==> config.mk <==
export PLATFORM = sky130hd
export DESIGN_NAME = reg_pipe
export DESIGN_NICKNAME = d
export VERILOG_FILES = /design/src/rtl/cache_pkg.sv /design/src/rtl/reg_slice.sv /design/src/rtl/reg_pipe.sv
export SDC_FILE = /design/constraint.sdc
export NUM_CORES = 1
export LEC_CHECK = 0
export CAP_MARGIN = 10
export CORE_MARGIN = 2
export CORE_UTILIZATION = 33
export CTS_CLUSTER_SIZE = 24
export DETAILED_ROUTE_END_ITERATION = 8
export SLEW_MARGIN = 10
export SYNTH_ARGS = -nofsm -noshare
export SYNTH_HDL_FRONTEND = slang
export SYNTH_SLANG_ARGS = --single-unit
==> constraint.sdc <==
create_clock -name clk -period 2.4 [get_ports clk]
set_input_delay 0.48 -clock clk [delete_from_list [all_inputs] [get_ports clk]]
set_output_delay 0.48 -clock clk [all_outputs]
set_load 0.01 [all_outputs]
==> src/rtl/cache_pkg.sv <==
// Shared definitions for the cache datapath pipeline registers.
//   count_width()  : width of an occupancy counter able to hold 0..2*depth
//   slice_state_e  : per-slice state, encoded as {main_valid, skid_valid}
package cache_pkg;

  // Each slice holds up to two beats (main + skid), so occupancy spans 0..2*depth.
  function automatic int unsigned count_width(input int unsigned depth);
    return $clog2(2 * depth + 1);
  endfunction

  // Bit 1 is main_valid and bit 0 is skid_valid. 2'b01 is not a legal state.
  typedef enum logic [1:0] {
    SLICE_EMPTY = 2'b00,
    SLICE_BUSY  = 2'b10,
    SLICE_FULL  = 2'b11
  } slice_state_e;

endpackage

==> src/rtl/reg_slice.sv <==
// One skid-buffered register slice. Backpressure is registered: up_ready comes
// straight from the skid-valid flop, so there is no combinational ready path.
// Ports:
//   clk, rst                 rising-edge clock, synchronous active-high reset
//   flush                    drop all held beats (data registers keep their values)
//   up_valid/up_ready/up_data         upstream handshake
//   down_valid/down_ready/down_data   downstream handshake (driven from main)
module reg_slice
  import cache_pkg::*;
#(
  parameter int unsigned      WIDTH     = 32,
  parameter logic [WIDTH-1:0] RESET_VAL = '0
) (
  input  logic             clk,
  input  logic             rst,
  input  logic             flush,
  input  logic             up_valid,
  output logic             up_ready,
  input  logic [WIDTH-1:0] up_data,
  output logic             down_valid,
  input  logic             down_ready,
  output logic [WIDTH-1:0] down_data
);

  slice_state_e     state_q;
  logic [WIDTH-1:0] main_q;
  logic [WIDTH-1:0] skid_q;
  logic             up_fire;
  logic             down_fire;

  assign up_ready   = ~state_q[0];
  assign down_valid = state_q[1];
  assign down_data  = main_q;
  assign up_fire    = up_valid & up_ready;
  assign down_fire  = down_valid & down_ready;

  always_ff @(posedge clk) begin
    if (rst) begin
      state_q <= SLICE_EMPTY;
      main_q  <= RESET_VAL;
      skid_q  <= RESET_VAL;
    end else if (flush) begin
      // A beat accepted this cycle is dropped; data registers are left alone.
      state_q <= SLICE_EMPTY;
    end else begin
      unique case (state_q)
        SLICE_EMPTY: begin
          if (up_fire) begin
            state_q <= SLICE_BUSY;
            main_q  <= up_data;
          end
        end
        SLICE_BUSY: begin
          if (up_fire && down_fire) begin
            main_q <= up_data;
          end else if (up_fire) begin
            state_q <= SLICE_FULL;
            skid_q  <= up_data;
          end else if (down_fire) begin
            state_q <= SLICE_EMPTY;
          end
        end
        SLICE_FULL: begin
          if (down_fire) begin
            state_q <= SLICE_BUSY;
            main_q  <= skid_q;
          end
        end
        default: state_q <= SLICE_EMPTY;
      endcase
    end
  end

  // A skid beat without a main beat would reorder data.
  illegal_state_a : assert property (@(posedge clk) disable iff (rst) state_q != 2'b01);

endmodule

==> src/rtl/reg_pipe.sv <==
// Parametrised pipeline register: DEPTH skid-buffered slices in a chain, full
// throughput, registered backpressure, synchronous flush and an occupancy count.
// Ports:
//   clk, rst           rising-edge clock, synchronous active-high reset
//   flush              synchronous clear of all held beats
//   in_valid/in_ready/in_data     upstream handshake (in_ready from a flop)
//   out_valid/out_ready/out_data  downstream handshake (tail slice main)
//   count              beats held, 0..2*DEPTH
module reg_pipe
  import cache_pkg::*;
#(
  parameter int unsigned      WIDTH     = 32,
  parameter int unsigned      DEPTH     = 2,
  parameter logic [WIDTH-1:0] RESET_VAL = '0
) (
  input  logic                            clk,
  input  logic                            rst,
  input  logic                            flush,
  input  logic                            in_valid,
  input  logic [WIDTH-1:0]                in_data,
  output logic                            in_ready,
  output logic                            out_valid,
  output logic [WIDTH-1:0]                out_data,
  input  logic                            out_ready,
  output logic [count_width(DEPTH)-1:0]   count
);

  localparam int unsigned CountW = count_width(DEPTH);

  // Link i feeds slice i; link DEPTH is the tail.
  logic             link_valid [DEPTH+1];
  logic             link_ready [DEPTH+1];
  logic [WIDTH-1:0] link_data  [DEPTH+1];

  assign link_valid[0]     = in_valid;
  assign link_data[0]      = in_data;
  assign in_ready          = link_ready[0];
  assign out_valid         = link_valid[DEPTH];
  assign out_data          = link_data[DEPTH];
  assign link_ready[DEPTH] = out_ready;

  for (genvar s = 0; s < DEPTH; s++) begin : g_slice
    reg_slice #(
      .WIDTH     (WIDTH),
      .RESET_VAL (RESET_VAL)
    ) u_slice (
      .clk        (clk),
      .rst        (rst),
      .flush      (flush),
      .up_valid   (link_valid[s]),
      .up_ready   (link_ready[s]),
      .up_data    (link_data[s]),
      .down_valid (link_valid[s+1]),
      .down_ready (link_ready[s+1]),
      .down_data  (link_data[s+1])
    );
  end

  logic              in_fire;
  logic              out_fire;
  logic [CountW-1:0] count_q;

  assign in_fire  = in_valid & in_ready;
  assign out_fire = out_valid & out_ready;
  assign count    = count_q;

  // Bounds are structural: in_ready is low when full, out_valid low when empty.
  always_ff @(posedge clk) begin
    if (rst || flush) begin
      count_q <= '0;
    end else begin
      count_q <= count_q + CountW'(in_fire) - CountW'(out_fire);
    end
  end

endmodule
# After elaboration in Yosys (flattened, before gate mapping)
# Index checks and enable logic that the tools add are counted.
dict set report word_totals {
  regBits 135
  latchBits 0
  mem_bits_rw 0
  mem_bits_ro 0
  input_bits 37
  output_inout_bits 37
  mem_count 0
}
dict set report classes {
  n_addsub 2
  multipliers 0
  div_mod_pow 0
  n_lt_le_gt_ge 0
  n_eq_ne 14
  shifts 0
  muxes 19
  bitwise_logic 8
  reduce_logical 14
}
# operator n
set ops {}
lappend ops {{32-bit two-way mux} 6}
lappend ops {{32-bit one-hot mux with 3 select lines} 2}
lappend ops {{2-bit two-way mux} 9}
lappend ops {{4-bit AND reduction} 4}
lappend ops {{2-bit one-hot mux with 3 select lines} 2}
lappend ops {{2-bit by 1-bit inequality test with 1-bit output (second input constant)} 5}
lappend ops {{5-bit AND reduction} 2}
lappend ops {{2-bit equality test (second input constant)} 4}
lappend ops {{2-bit inequality test (second input constant)} 3}
lappend ops {{3-bit nonzero test} 2}
lappend ops {{1-bit inverter} 5}
lappend ops {{2-bit zero test} 2}
lappend ops {{3-bit by 1-bit adder with 3-bit output} 1}
lappend ops {{1-bit bitwise AND} 3}
lappend ops {{3-bit by 1-bit inequality test with 1-bit output (second input constant)} 1}
lappend ops {{3-bit by 2-bit inequality test with 1-bit output (second input constant)} 1}
lappend ops {{3-bit by 1-bit subtractor with 3-bit output} 1}
lappend ops {{1-bit logical AND} 2}
lappend ops {{2-bit OR reduction} 1}
lappend ops {{1-bit logical OR} 1}

# Depth between registers and ports, before layout
dict set report logic_depth {
  depth_word 6
  depth_mapped 8
  depth_no_buf 6
}

# By module
# Synthesis repeated with hierarchy kept, for this count alone.
dict set report hier_totals {
  hier_cells 638
  area_unflattened_um2 5775.5
}
# mod n_inst cells_per_inst area_each_um2 seq_area_each_um2
set modules_own_cells {}
lappend modules_own_cells {reg_slice 2 312 2803.9 1321.3}
lappend modules_own_cells {reg_pipe 1 14 167.7 60.1}

# Worst setup path before layout
# OpenSTA, ideal clock, no wires.
dict set report synth_timing {
  path_kind {flip-flop to flip-flop}
  from {register g_slice[1].u_slice.state_q[1]}
  to {register g_slice[1].u_slice.main_q[13]}
  setup_ps 146
  arrival_time_ps 1728
  t_required_ps 2254
  slack_ps 526
  path_stages_with_launch 9
  path_buffers 2
  period_less_slack_ps 1874
  cell_sequence {dfxtp_1 inv_1 ha_1 or2_1 a221oi_4 and2_1 buf_4 buf_6 a211oi_2}
}
dict set report synth_between {
  elab_chain_len 4
  elab_cells_between_ends 11
  classes_between {5 x eq/ne; 1 x mux; 1 x bitwise; 4 x reduce/logical}
}
# element line
set synth_rtl {}
lappend synth_rtl {{start, declared} reg_slice.sv:25} ;# slice_state_e state_q;
lappend synth_rtl {{start signal, assigned} reg_slice.sv:39} ;# state_q <= SLICE_EMPTY;
lappend synth_rtl {{start signal, assigned} reg_slice.sv:44} ;# state_q <= SLICE_EMPTY;
lappend synth_rtl {{start signal, assigned} reg_slice.sv:49} ;# state_q <= SLICE_BUSY;
lappend synth_rtl {{1-bit bitwise AND} reg_slice.sv:35} ;# assign down_fire = down_valid & down_ready;
lappend synth_rtl {{1-bit logical AND} reg_slice.sv:54} ;# if (up_fire && down_fire) begin
lappend synth_rtl {{2-bit by 1-bit inequality test with 1-bit output (no line)} -}
lappend synth_rtl {{5-bit AND reduction (no line)} -}
lappend synth_rtl {{end signal, assigned} reg_slice.sv:50} ;# main_q <= up_data;
lappend synth_rtl {{end signal, assigned} reg_slice.sv:55} ;# main_q <= up_data;
lappend synth_rtl {{end signal, assigned} reg_slice.sv:66} ;# main_q <= skid_q;
lappend synth_rtl {{end, declared} reg_slice.sv:26} ;# logic [WIDTH-1:0] main_q;
# Parallel ways exist; a longest one is shown, timed or not.
# A chain may end at the register's enable or synchronous reset.

# Final worst setup path
dict set report layout_timing {
  from {register g_slice[1].u_slice.state_q[1]}
  to {register g_slice[1].u_slice.main_q[4]}
}
# Same word-level chain as after synthesis.

==> out/metrics.yaml <==
setup_path:
  slowest_stage: "dfxtp_1"
  cp-end-kind: "register"
  r2r-start: "g_slice[1].u_slice.state_q[1]"
  start_kind: "register"
  reg2reg_slack_ps: 340
  worstSetupPathType: "reg -> reg"
  r2r.worst_path.cells: 7
  slowest_delay_ps: 450
  arrival_ps: 2390
  worstPathRequired_ps: 2730
  crit_chain: "inv_1, ha_1, or2_1, a221oi_4, buf_4, a21oi_1, a211oi_2"
  cp.buffers_inverters: 2
  timing.rr.end: "g_slice[1].u_slice.down_data[4]"
  path_max_fanout: 17
  critPathTopFamily: "compound AO/OA/AOI/OAI gates"
yosys:
  synth_nets: 689
  synth_cell_types: 32
  post_synth_mux_area_share_pct: 11.40
  syn_area_per_cell_um2: 9.317
  synth-compound-area-share_pct: 23.47
  synth_top_family_by_area: "compound AO/OA/AOI/OAI gates"
  synth_area_leaders: "dfxtp_1 45%, mux2i_1 11%, a21oi_1 11%"
  syn_area_um2: 5972
  synthAdderAreaFrac_pct: 2.430
  yosys.area_share.simple_pct: 10.71
  yosys_register_bits: 135
  synth_top_area_cell: "dfxtp_1"
  synth_seq_area_share_pct: 45.25
  synth_xor_area_share_pct: 0.7333
  synth_top_area_share_pct: 45.25
  syn_inst: 641
  yosysWarnings: 0
clock_network:
  tritoncts: "done"
  clkTransAtPathRegs_ps: 60
  clock_sinks: 135
  clk_path_buf_depth: 2
  clockRootBuffer: "clkbuf_16"
  cts_resized: 0
  clk_latency_ps: 420
  cts_hold_buf: 0
  numCtsBuffers: 17
  post-cts-setup-buffers: 0
  cts-htree-levels: 4
floorplan:
  ios: 74
  die_x_um: 138.5
  core_um2: 17840
  die_h_um: 138.5
  die_area_um2: 19190
  num_rows: 49
  start_util_pct: 33.47
route:
  viasPerCell: 4.968
  drc: 0
  vias: 4660
  drtPass1Iterations: 4
  drt_wl_total_um: 14340
  wl_per_cell_um: 15.28
  ant_nets: 0
  drt_iter0_drc: 275
outcome:
  outcome: "finished clean"
layout:
  final_cell_area_um2: 7500
  nets: 745
  final_util_pct: 42.04
  drive_gt1_share_pct: 14.39
  fill_cells: 1712
  seq_area_um2: 2703
  area.growth.synth_to_final_pct: 25.58
  multiInputGateArea_um2: 2937
  diodes: 0
sta:
  slew_violations: 0
  fin_crit_sh_pct: 85.77
  setup_viol: 0
  tightest_slew_ps: 520.3
  whs_ps: 451.3
  rsz0062_at_grt: "no"
  hold_violations: 0
  layout_min_cycle_time_ps: 2059
  max_freq_mhz: 485.8
  skew_ps: 6.253
  slew-limit-headroom_pct: 65.32
  setup_tns_ps: 0
power_and_ir_drop:
  peakVddDrop_mv: 0.5058
  totalPowerFinal_mw: 5.525
  power.density_nw_per_um2: 736.7
  leakagePower_nw: 2.333
grt:
  grt_pass1_vias: 4796
  antenna_found_initial: 0
  grt_max_degree: 70
  grtUsageTotal_pct: 15.34
  grt_overflow: 0
  grt_pass1_wl_um: 23660
worst_hold_path:
  hold_path.class: "reg -> reg"
  min_path_cells: 2
  min_to: "g_slice[0].u_slice.skid_q[24]"
  min_from: "g_slice[0].u_slice.skid_q[24]"
placement:
  io_buffers: 73
  routabilityCongestion: 0.7996
  place.detailed.hpwl_um: 9553
  placed_area_um2: 6940
run:
  maxCapViolCount: 0
==> Yosys cell counts <==
cell,n
dfxtp_1,135
nand2_1,135
a21oi_1,132
mux2i_1,68
a211oi_2,36
a211oi_1,28
clkbuf_1,27
buf_2,14
ha_1,10
buf_6,8
buf_4,7
inv_1,5
and2_1,4
xnor2_1,4
buf_1,3
a221oi_4,2
a22o_1,2
nand2b_1,2
nand3b_1,2
nor3_1,2
o21ai_1,2
or2_1,2
or4_1,2
buf_8,1
fa_1,1
nand3_1,1
nor2_1,1
nor2b_1,1
nor3b_2,1
or3_1,1
or3b_2,1
xor2_1,1
==> report_power, final <==
group	internal, mW	total, mW	leakage, nW	switching (mW)
combinational	0.312	0.657	0.958	0.345
clock	1.51	2.45	0.277	0.933
sequential	2.35	2.42	1.10	0.0732
==> area by class of cell <==
type | instances | area share, %
clock buffer | 22 | 6.456
clock inverter | 9 | 1.001
inverter | 5 | 0.2503
multi-input combinational | 441 | 39.16
sequential | 135 | 36.04
tap | 229 | 3.820
timing repair buffer | 97 | 13.28
==> per-layer routing <==
metal  routed length (um)  track usage [%]  vias to the layer above  part of all wire (%)
met4                  443            8.056                        0                   3.1
met2                 7076            25.87                      103                    49
met1                 6296            18.02                     2167                    44
met3                  520            3.879                       34                   3.6
met5                    0                0                        -                     0
li1                     -                -                     2356                     -
==> registers in the layout (all words and copies together), names as in the netlist <==
register	flops
g_slice.u_slice.down_data	64
g_slice.u_slice.skid_q	64
g_slice.u_slice.state_q	4
count	3
==> stage by stage <==
stage / worst slack (ps) / cells
after CTS: 315.0 / 938
final: 341.5 / 938
after global routing: 204.7 / 938
after detailed placement: 83.49 / 907
after floorplan: 525.9 / 641
after global placement: 83.48 / 907
==> cells by family (layout without fill, tap and decap cells) <==
| family | Yosys count | in the layout |
|---|---|---|
| AO/OA/AOI/OAI | 202 | 202 |
| AND/OR/NAND/NOR | 155 | 155 |
| flip-flops | 135 | 135 |
| multiplexers | 68 | 68 |
| buffers and inverters | 65 | 133 |
| adder cells (fa/ha/maj) | 11 | 11 |
| XOR/XNOR | 5 | 5 |
==> tightest hold or removal path, stage by stage (launching register included) <==
cell     delay (ps)
dfxtp_1         300
nand2_1          50
a21oi_1          50
==> placed cells by master, fill, tap and decap left out, types with 6 or more instances in the layout <==
| cell type | count |
|---|---|
| clkdlybuf4s50_1 | 72 |
| buf_12 | 7 |
| a211oi_1 | 28 |
| a21oi_1 | 132 |
| mux2i_1 | 68 |
| a211oi_2 | 36 |
| buf_4 | 18 |
| clkbuf_16 | 17 |
| dfxtp_1 | 135 |
| ha_1 | 8 |
| clkinv_2 | 6 |
| nand2_1 | 135 |
==> how the worst max path moves through the flow <==
stage | from | cells past startpoint | to | slack (ps)
4_1_cts | g_slice[1].u_slice.state_q[1] | 7 | g_slice[1].u_slice.down_data[4] | 320
5_1_grt | g_slice[1].u_slice.state_q[1] | 7 | g_slice[1].u_slice.down_data[2] | 200
2_1_floorplan | g_slice[1].u_slice.state_q[1] | 8 | g_slice[1].u_slice.down_data[13] | 530
3_3_place_gp | flush | 6 | g_slice[1].u_slice.down_data[7] | 80
3_5_place_dp | flush | 6 | g_slice[1].u_slice.down_data[22] | 80
6_report | g_slice[1].u_slice.state_q[1] | 7 | g_slice[1].u_slice.down_data[4] | 340
Note: power is estimated with default switching activity, not from simulation.
